===== config.mk =====
export PLATFORM = sky130hd
export DESIGN_NAME = demux_deser_flat
export DESIGN_NICKNAME = d
export VERILOG_FILES = /design/src/rtl/demux_pkg.sv /design/src/rtl/demux_deser_if.sv /design/src/rtl/rr_arb4.sv /design/src/rtl/demux_deser.sv /design/src/flat_wrapper.sv
export SDC_FILE = /design/constraint.sdc
export NUM_CORES = 1
export LEC_CHECK = 0
export CORE_ASPECT_RATIO = 0.75
export CORE_MARGIN = 2
export CORE_UTILIZATION = 30
export CTS_BUF_LIST = sky130_fd_sc_hd__clkbuf_2 sky130_fd_sc_hd__clkbuf_4 sky130_fd_sc_hd__clkbuf_8
export DETAILED_ROUTE_END_ITERATION = 7
export SYNTH_ARGS = -nofsm -noshare
export SYNTH_HDL_FRONTEND = slang
export SYNTH_SLANG_ARGS = --single-unit

===== constraint.sdc =====
create_clock -name clk -period 2.91 [get_ports clk]
set_input_delay 0.7275 -clock clk [delete_from_list [all_inputs] [get_ports clk]]
set_output_delay 0.7275 -clock clk [all_outputs]
set_load 0.005 [all_outputs]

===== src/rtl/demux_pkg.sv =====
// Shared constants and types for the demux deserializer slice.
package demux_pkg;
   localparam int NCH   = 4;
   localparam int SEL_W = 2;
   localparam int W_DEF = 8;

   typedef enum logic {
      EMPTY = 1'b0,
      FULL  = 1'b1
   } ostate_t;
endpackage


===== src/rtl/demux_deser_if.sv =====
// Serial-in / word-out bus between the upstream 1-to-4 demux and the deserializer.
interface demux_deser_if
   import demux_pkg::*;
#(
   parameter int W = W_DEF
);
   logic [SEL_W-1:0] s;
   logic [NCH-1:0]   y;
   logic             bit_vld;
   logic             out_rdy;
   logic             clr;
   logic             out_vld;
   logic [SEL_W-1:0] out_ch;
   logic [W-1:0]     out_data;
   logic [NCH-1:0]   ovf;
   logic             err;

   modport master (
      output s, y, bit_vld, out_rdy, clr,
      input  out_vld, out_ch, out_data, ovf, err
   );

   modport slave (
      input  s, y, bit_vld, out_rdy, clr,
      output out_vld, out_ch, out_data, ovf, err
   );
endinterface


===== src/rtl/rr_arb4.sv =====
// Four-way round-robin arbiter: the channel after the last grant has top priority.
module rr_arb4
   import demux_pkg::*;
(
   input  logic             clk,
   input  logic             rst_n,
   input  logic [NCH-1:0]   req,
   input  logic             upd,
   output logic [SEL_W-1:0] gnt,
   output logic             gnt_vld
);
   logic [SEL_W-1:0] ptr;
   logic [SEL_W-1:0] idx;

   // Scan from ptr upwards (wrapping); descending loop lets the nearest requester win.
   always_comb begin
      gnt     = '0;
      gnt_vld = 1'b0;
      idx     = '0;
      for (int i = NCH - 1; i >= 0; i--) begin
         idx = ptr + SEL_W'(i);
         if (req[idx]) begin
            gnt     = idx;
            gnt_vld = 1'b1;
         end
      end
   end

   // Advance the priority pointer past the channel just granted.
   always_ff @(posedge clk or negedge rst_n) begin
      if (!rst_n) begin
         ptr <= '0;
      end else if (upd && gnt_vld) begin
         ptr <= gnt + SEL_W'(1);
      end
   end
endmodule


===== src/rtl/demux_deser.sv =====
// Per-channel serial-to-parallel assembly behind a 1-to-4 demux, with a
// one-word hold per channel and a round-robin arbitrated output register.
module demux_deser
   import demux_pkg::*;
#(
   parameter int W = W_DEF
)(
   input  logic clk,
   input  logic rst_n,
   demux_deser_if.slave bus
);
   localparam int CW = $clog2(W);

   logic [W-1:0]     sr   [NCH];
   logic [CW-1:0]    cnt  [NCH];
   logic [W-1:0]     hold [NCH];
   logic [NCH-1:0]   hold_full;
   ostate_t          state;
   logic [SEL_W-1:0] out_ch;
   logic [W-1:0]     out_data;
   logic [NCH-1:0]   ovf;
   logic             err;

   logic [NCH-1:0]   sel_oh;
   logic [NCH-1:0]   drain_oh;
   logic [NCH-1:0]   ovf_set;
   logic             bit_in;
   logic             stray;
   logic             word_done;
   logic [W-1:0]     new_word;
   logic             load;
   logic [SEL_W-1:0] gnt;
   logic             gnt_vld;

   // Decode the current bit, the completed word and which hold gets drained this edge.
   always_comb begin
      sel_oh            = '0;
      sel_oh[bus.s]     = 1'b1;
      bit_in            = bus.y[bus.s];
      stray             = bus.bit_vld && (|(bus.y & ~sel_oh));
      word_done         = bus.bit_vld && (cnt[bus.s] == CW'(W - 1));
      new_word          = {sr[bus.s][W-2:0], bit_in};
      load              = (state == EMPTY) || bus.out_rdy;
      drain_oh          = '0;
      if (load && gnt_vld) drain_oh[gnt] = 1'b1;
      ovf_set           = '0;
      if (word_done && hold_full[bus.s] && !drain_oh[bus.s]) ovf_set = sel_oh;
   end

   rr_arb4 u_arb (
      .clk     (clk),
      .rst_n   (rst_n),
      .req     (hold_full),
      .upd     (load),
      .gnt     (gnt),
      .gnt_vld (gnt_vld)
   );

   // Shift the selected channel's bit in; a completed word moves to hold unless hold stays occupied.
   always_ff @(posedge clk or negedge rst_n) begin
      if (!rst_n) begin
         for (int c = 0; c < NCH; c++) begin
            sr[c]   <= '0;
            cnt[c]  <= '0;
            hold[c] <= '0;
         end
         hold_full <= '0;
      end else begin
         hold_full <= hold_full & ~drain_oh;
         if (bus.bit_vld) begin
            sr[bus.s] <= new_word;
            if (word_done) begin
               cnt[bus.s] <= '0;
               if (!hold_full[bus.s] || drain_oh[bus.s]) begin
                  hold[bus.s]      <= new_word;
                  hold_full[bus.s] <= 1'b1;
               end
            end else begin
               cnt[bus.s] <= cnt[bus.s] + CW'(1);
            end
         end
      end
   end

   // Sticky flags: clear first, so a set on the same edge still lands.
   always_ff @(posedge clk or negedge rst_n) begin
      if (!rst_n) begin
         ovf <= '0;
         err <= 1'b0;
      end else begin
         ovf <= (bus.clr ? '0 : ovf) | ovf_set;
         err <= (bus.clr ? 1'b0 : err) | stray;
      end
   end

   // Output FSM: reload whenever empty or the current word is taken.
   always_ff @(posedge clk or negedge rst_n) begin
      if (!rst_n) begin
         state    <= EMPTY;
         out_ch   <= '0;
         out_data <= '0;
      end else if (load) begin
         if (gnt_vld) begin
            state    <= FULL;
            out_ch   <= gnt;
            out_data <= hold[gnt];
         end else begin
            state    <= EMPTY;
         end
      end
   end

   assign bus.out_vld  = (state == FULL);
   assign bus.out_ch   = out_ch;
   assign bus.out_data = out_data;
   assign bus.ovf      = ovf;
   assign bus.err      = err;
endmodule


===== src/flat_wrapper.sv =====
// flat-port wrapper written by rule: the top's interface ports become plain ports
module demux_deser_flat import demux_pkg::*;
#(
   parameter int W = W_DEF
)
  (clk, rst_n, bus_s, bus_y, bus_bit_vld, bus_out_rdy, bus_clr, bus_out_vld, bus_out_ch, bus_out_data, bus_ovf, bus_err);
  demux_deser_if #(.W(W)) bus_i ();
  input  logic clk;
  input  logic rst_n;
  input wire logic [$bits(bus_i.s)-1:0] bus_s;
  input wire logic [$bits(bus_i.y)-1:0] bus_y;
  input wire logic [$bits(bus_i.bit_vld)-1:0] bus_bit_vld;
  input wire logic [$bits(bus_i.out_rdy)-1:0] bus_out_rdy;
  input wire logic [$bits(bus_i.clr)-1:0] bus_clr;
  output wire logic [$bits(bus_i.out_vld)-1:0] bus_out_vld;
  output wire logic [$bits(bus_i.out_ch)-1:0] bus_out_ch;
  output wire logic [$bits(bus_i.out_data)-1:0] bus_out_data;
  output wire logic [$bits(bus_i.ovf)-1:0] bus_ovf;
  output wire logic [$bits(bus_i.err)-1:0] bus_err;
  assign bus_i.s = bus_s;
  assign bus_i.y = bus_y;
  assign bus_i.bit_vld = bus_bit_vld;
  assign bus_i.out_rdy = bus_out_rdy;
  assign bus_i.clr = bus_clr;
  assign bus_out_vld = bus_i.out_vld;
  assign bus_out_ch = bus_i.out_ch;
  assign bus_out_data = bus_i.out_data;
  assign bus_ovf = bus_i.ovf;
  assign bus_err = bus_i.err;
  demux_deser #(.W(W)) u_core (.clk(clk), .rst_n(rst_n), .bus(bus_i));
endmodule

## After elaboration in Yosys (flattened, before gate mapping)

Cells that the tools add are included.

- Word-level logic and storage cells: 114
- Input bits: 11
- Output and inout port bits: 16
- Register bits after elaboration: 98

- Mux-type cells: 51
- Reductions and logical operators: 15
- Magnitude comparators: 11
- Equal/unequal tests: 1
- Add/sub/neg operators: 5
- Bitwise operators: 12

Operators by type and width:

| kind | number |
|---|---|
| $bwmux W32 | 2 |
| $bmux W8 S2 | 2 |
| $mux W4 | 6 |
| $mux W8 | 3 |
| $lt A2 B3 Y1 const B | 6 |
| $demux W8 S2 | 1 |
| $mux W1 | 15 |
| $bmux W1 S2 | 7 |
| $mux W7 | 2 |
| $and A12 B12 Y12 | 1 |
| $bwmux W12 | 1 |
| $mux W12 | 1 |
| $not A12 Y12 | 1 |
| $mux W3 | 3 |
| $and A4 B4 Y4 | 2 |
| $logic_and A1 B1 Y1 | 8 |
| $mux W2 | 4 |
| $not A4 Y4 | 2 |
| $or A4 B4 Y4 | 2 |
| $bmux W3 S2 | 1 |
| $demux W3 S2 | 1 |
| $ge A3 B3 Y1 const B | 2 |
| $not A2 Y3 | 2 |
| $add A2 B1 Y2 const B | 2 |
| 13 further kinds | 18 |

## Longest topological paths before layout

- Word-level depth: 18
- Depth in mapped cells: 9
- Mapped depth without buffers: 7

## Modules after synthesis

A second synthesis with hierarchy kept.

- Cell total of the unflattened synthesis: 311
- Area, all modules: 4,331.7 sq um

By module, submodules not included:

| module | cells an instance | area an instance (sq um) | instances | seq. area each (sq um) |
|---|---|---|---|---|
| demux_deser | 289 | 4,146.5 | 1 | 2,302.2 |
| rr_arb4 | 22 | 185.2 | 1 | 50.0 |

## Worst setup path before layout

No wires, ideal clock.

- Path kind: input -> register
- Start: input bus_s[0]
- End: register u_core.hold[0] (netlist bit)
- Required time: 2.785 ns
- Buffers on the path: 2
- Path slack: -0.262 ns
- Library setup time: 0.125 ns
- Data arrival time: 3.047 ns
- Stages: 9
- Cell sequence: buf_2 -> clkbuf_1 -> mux4_2 -> ha_1 -> ha_1 -> clkinv_1 -> nor2_1 -> o21ai_2 -> mux2_2

- Cells in the longest elaborated chain, start to end: 7
- Elaborated cells between the ends (all ways): 21
- Those cells by class: 2 x order compare; 1 x eq/ne; 12 x mux; 1 x bitwise; 5 x reduce/logical

RTL lines:

| element | RTL line | text |
|---|---|---|
| start, declared | flat_wrapper.sv:10 | `input wire logic [$bits(bus_i.s)-1:0] bus_s;` |
| $not A2 Y3 (implied by the code) | demux_deser.sv:41, demux_deser.sv:75 |  |
| $bmux W3 S2 | demux_deser.sv:41 | `word_done = bus.bit_vld && (cnt[bus.s] == CW'(W - 1));` |
| $mux W3 (implied by the code) (2 in series) | demux_deser.sv:41 |  |
| $eq A3 B3 Y1 | demux_deser.sv:41 |  |
| $logic_and A1 B1 Y1 | demux_deser.sv:41 |  |
| $reduce_and A3 Y1 (no source line) | - |  |
| end signal, assigned by index | demux_deser.sv:75 | `hold[bus.s] <= new_word;` |
| end, declared | demux_deser.sv:16 | `logic [W-1:0] hold [NCH];` |

Parallel ways exist; a longest one is shown, timed or not. The select of a mux whose other input is x is not followed.
A chain may end at the register's enable or synchronous reset.

## Final worst setup path

- Start: input bus_s[1]
- End: register u_core.hold[6] (netlist bit)

- Cells in the longest elaborated chain, start to end: 7
- Elaborated cells between the ends (all ways): 22
- Those cells by class: 2 x order compare; 1 x eq/ne; 13 x mux; 1 x bitwise; 5 x reduce/logical

RTL lines:

| element | RTL line |
|---|---|
| $not A2 Y3 (implied by the code) | demux_deser.sv:41, demux_deser.sv:42, demux_deser.sv:75 |
| $bmux W3 S2 | demux_deser.sv:41 |
| $mux W3 (implied by the code) (2 in series) | demux_deser.sv:41 |
| $eq A3 B3 Y1 | demux_deser.sv:41 |
| $logic_and A1 B1 Y1 | demux_deser.sv:41 |
| $reduce_and A3 Y1 (no source line) | - |

Parallel ways exist; a longest one is shown, timed or not. The select of a mux whose other input is x is not followed.

==> impl_table.tex <==
\begin{tabular}{lr}
\hline
Metric & Value \\
\hline
\multicolumn{2}{l}{\textbf{Outcome}} \\
\quad Status & finished, final reports clean \\
\multicolumn{2}{l}{\textbf{STA}} \\
\quad Hold violation total from the final report & 0 \\
\quad Final Slew Violations & 0 \\
\quad Peak Freq & 375 MHz \\
\quad Final hold slack & 0.331 ns \\
\quad Rel. slew slack & 59.7\% \\
\quad Post-route clock skew & 0.00994 ns \\
\quad Slew at the pin with the worst max-slew slack & 0.597 ns \\
\quad RSZ-0062 raised after global routing & no \\
\quad Period minus WS final & 2.66 ns \\
\quad Setup-violating endpoint count in the final report & 0 \\
\quad Final period util & 91.6\% \\
\multicolumn{2}{l}{\textbf{Drt}} \\
\quad Average wire length per cell after detail routing & 15.7 um \\
\quad Detailed router's first-iteration violation count & 136 \\
\quad Count of nets left with antenna violations after detail routing & 0 \\
\quad Total wire length after detailed routing & 9150 um \\
\quad Routed vias & 2,733 \\
\quad DRC violations left & 0 \\
\quad DRT Pass-1 Iters & 4 \\
\quad Via density per instance & 4.70 \\
\multicolumn{2}{l}{\textbf{Cells and area}} \\
\quad Area used by multi-input combinational logic & 0.00193 mm\^{}2 \\
\quad Final Net Count & 390 \\
\quad Total of fill cells in the finished design & 1,412 \\
\quad Diodes inserted & 0 \\
\quad Area taken by flip-flops and latches & 0.00235 mm\^{}2 \\
\quad Post-route cell area & 0.00526 mm\^{}2 \\
\quad Synth-to-Final Area Change & 19.9\% \\
\quad Fraction of final layout cells sized beyond drive strength 1 & 35.1\% \\
\multicolumn{2}{l}{\textbf{Synthesis}} \\
\quad Mean area per synthesized cell & 13.4 um\^{}2 \\
\quad Fraction of post-synthesis cell area in the top cell type by area & 53.6\% \\
\quad Post-Synthesis Cell Area & 0.00439 mm\^{}2 \\
\quad Async SR Flop Fraction & 100\% \\
\quad Distinct cell type count of the synthesized netlist & 45 \\
\quad Synthesized instance count & 327 \\
\quad Seq cells post-synth & 94 \\
\quad Number of synthesized flops with an enable pin & 0 \\
\quad Syn Nets & 340 \\
\quad Predominant post-synthesis flop cell & sky130\_fd\_sc\_hd\_\_dfrtp\_1 \\
\quad Yosys warns & 0 \\
\quad Most common cell in the synthesized netlist & sky130\_fd\_sc\_hd\_\_dfrtp\_1 \\
\quad Sequential element share of the synthesized area & 53.6\% \\
\quad Leading cell types by total area after synthesis & sky130\_fd\_sc\_hd\_\_dfrtp\_1 (54\%), sky130\_fd\_sc\_hd\_\_mux2\_2 (15\%), sky130\_fd\_sc\_hd\_\_mux4\_2 (6.2\%) \\
\quad Post-synthesis cell type with the largest combined area & sky130\_fd\_sc\_hd\_\_dfrtp\_1 \\
\quad Post-synth top cells & sky130\_fd\_sc\_hd\_\_dfrtp\_1 (94), sky130\_fd\_sc\_hd\_\_mux2\_2 (60), sky130\_fd\_sc\_hd\_\_nand2\_1 (29) \\
\multicolumn{2}{l}{\textbf{Placement}} \\
\quad Post-DP HPWL & 6470 um \\
\quad Total cell area at the placement stage & 0.00508 mm\^{}2 \\
\quad Final estimated routing congestion in global placement & 0.773 \\
\quad Count of buffers from port buffering & 26 \\
\multicolumn{2}{l}{\textbf{Setup path}} \\
\quad Worst r2r path cells & 8 \\
\quad Arrival time reported for the critical path endpoint & 2.92 ns \\
\quad Classification of the worst setup path & in2reg \\
\quad Crit start category & primary input \\
\quad R2R Path End & u\_core.hold[6] \\
\quad Worst path required time & 3.16 ns \\
\quad Crit end category & register \\
\quad Launch instance of the worst register-to-register path & u\_core.hold\_full[1] \\
\quad Critical Path Fanout Max & 9 \\
\quad Register-to-register setup slack & 0.47 ns \\
\multicolumn{2}{l}{\textbf{Flow run}} \\
\quad Max capacitance violation total & 0 \\
\multicolumn{2}{l}{\textbf{Global routing}} \\
\quad Initial antenna violation count & 0 \\
\quad Global Route Usage Sum & 12.9\% \\
\quad Final global-route overflow total & 0 \\
\quad Global-route wire length before repair & 15,500 um \\
\quad Number of global-route vias before repair & 2,873 \\
\quad Largest net degree at the start of global routing & 44 \\
\multicolumn{2}{l}{\textbf{Clocking}} \\
\quad Number of buffers inserted to repair setup after CTS & 0 \\
\quad Clock latency at the later pin of the worst-skew pair & 0.36 ns \\
\quad Root Driver & sky130\_fd\_sc\_hd\_\_clkbuf\_8 \\
\quad Reg clk slew, reported paths & 0.10 ns \\
\quad CTS H-tree depth & 3 \\
\quad Clock tree from TritonCTS & yes \\
\quad Cts bufs inserted & 9 \\
\quad Total of hold buffers inserted after clock tree synthesis & 0 \\
\quad Sinks on Clock Net & 94 \\
\quad Buffers from clock root to sink, at most & 2 \\
\multicolumn{2}{l}{\textbf{Floorplanning}} \\
\quad Die H & 109 um \\
\quad Area enclosed by the die boundary & 0.0156 mm\^{}2 \\
\quad Core area & 0.0144 mm\^{}2 \\
\quad \# rows & 38 \\
\quad I/O pins & 27 \\
\quad Chip Width & 144 um \\
\quad Effective utilization at floorplan & 30.6\% \\
\multicolumn{2}{l}{\textbf{Power and ir drop}} \\
\quad Pwr dens & 770 mW/mm\^{}2 \\
\quad Leakage dissipation & 2.33 nW \\
\quad Highest ir drop seen on vdd & 0.267 mV \\
\quad Post-route total power & 4.05 mW \\
\multicolumn{2}{l}{\textbf{Worst hold path}} \\
\quad Type of the worst min-delay path & in2async \\
\hline
\end{tabular}
## critical path: stages
cell,delay [ns]
sky130_fd_sc_hd__clkdlybuf4s50_1,0.46
sky130_fd_sc_hd__buf_4,0.18
sky130_fd_sc_hd__mux4_2,0.34
sky130_fd_sc_hd__ha_1,0.21
sky130_fd_sc_hd__ha_1,0.22
sky130_fd_sc_hd__clkinv_2,0.11
sky130_fd_sc_hd__nor2_1,0.07
sky130_fd_sc_hd__o21ai_2,0.19
sky130_fd_sc_hd__mux2_2,0.40
## state kept, by name (all words and copies together), names as in the netlist
| signal | cells |
|---|---|
| u_core.bus.ovf | 4 |
| u_core.cnt | 12 |
| u_core.bus.out_ch | 2 |
| u_core.sr | 28 |
| u_core.bus.err | 1 |
| u_core.bus.out_data | 8 |
| u_core.bus.out_vld | 1 |
| u_core.u_arb.ptr | 2 |
| u_core.hold | 32 |
| u_core.hold_full | 4 |
## cells by family (layout without fill, tap and decap cells)
group,after synthesis,in the layout,share of synthesized area [%]
flip-flops,94,94,53.6
multiplexers,97,97,28.2
AO/OA/AOI/OAI,46,46,7.67
AND/OR/NAND/NOR,60,60,6.98
XOR/XNOR,3,3,0.599
buffers and inverters,25,80,2.42
adder cells (fa/ha/maj),2,2,0.570
## worst max path at each step
stage / start / slack (ns) / to / cells past startpoint
after floorplan: bus_s[0] / 0.01 / u_core.hold[0] / 9
after global placement: bus_s[0] / -0.27 / u_core.hold[5] / 8
after detailed placement: bus_s[0] / -0.37 / u_core.hold[6] / 8
after CTS: bus_s[0] / 0.03 / u_core.hold[6] / 8
after global routing: bus_s[1] / 0.16 / u_core.hold[6] / 9
final: bus_s[1] / 0.25 / u_core.hold[6] / 9
## timing repair
item                       CTS  global route
resized for setup            0             1
setup endpoints to repair    0             8
hold endpoints to repair     0             0
## layout by cell type (no fill, tap or decap), types with 4 or more instances in the layout
cell type,count
sky130_fd_sc_hd__inv_1,8
sky130_fd_sc_hd__buf_4,27
sky130_fd_sc_hd__clkdlybuf4s50_1,24
sky130_fd_sc_hd__mux2_4,8
sky130_fd_sc_hd__mux2_2,60
sky130_fd_sc_hd__nor3_1,4
sky130_fd_sc_hd__nand3_1,5
sky130_fd_sc_hd__o21ai_0,22
sky130_fd_sc_hd__a21o_1,5
sky130_fd_sc_hd__mux2i_1,17
sky130_fd_sc_hd__dfrtp_1,94
sky130_fd_sc_hd__clkbuf_8,9
sky130_fd_sc_hd__nor2_1,4
sky130_fd_sc_hd__nand2_1,29
sky130_fd_sc_hd__mux4_2,12
## per-stage QoR
step | TNS, ns | setup slack, ns | cells | util [%]
floorplan | 0 | 0.0148 | 327 | -
CTS | 0 | 0.0280 | 582 | 36.6
global placement | -7.68 | -0.271 | 566 | 35.4
detailed placement | -10.63 | -0.366 | 566 | 35.4
global route | 0 | 0.163 | 582 | 36.7
finish | 0 | 0.246 | 582 | 36.7
## power breakdown
group	internal [mW]	leakage, nW	switching [mW]
logic	0.702	1.01	0.625
registers	1.69	1.23	0.217
clock network	0.321	0.0842	0.494
total	2.71	2.33	1.34
## metal layers
layer / up-vias / wire length, um / track usage [%]
met1: 1401 / 4650 / 18.3
met4: 0 / 46 / 2.10
met5: - / 0 / 0
li1: 1290 / - / -
met3: 5 / 258 / 3.91
met2: 37 / 4200 / 19.8
## area by class of cell
type | instances | area share, %
Multi-Input combinational cell | 208 | 36.7
Tap cell | 200 | 4.75
Clock buffer | 9 | 2.35
Sequential cell | 94 | 44.7
Clock inverter | 7 | 1.07
Inverter | 9 | 0.666
Timing Repair Buffer | 55 | 9.79
Note: power is estimated with default switching activity, not from simulation.
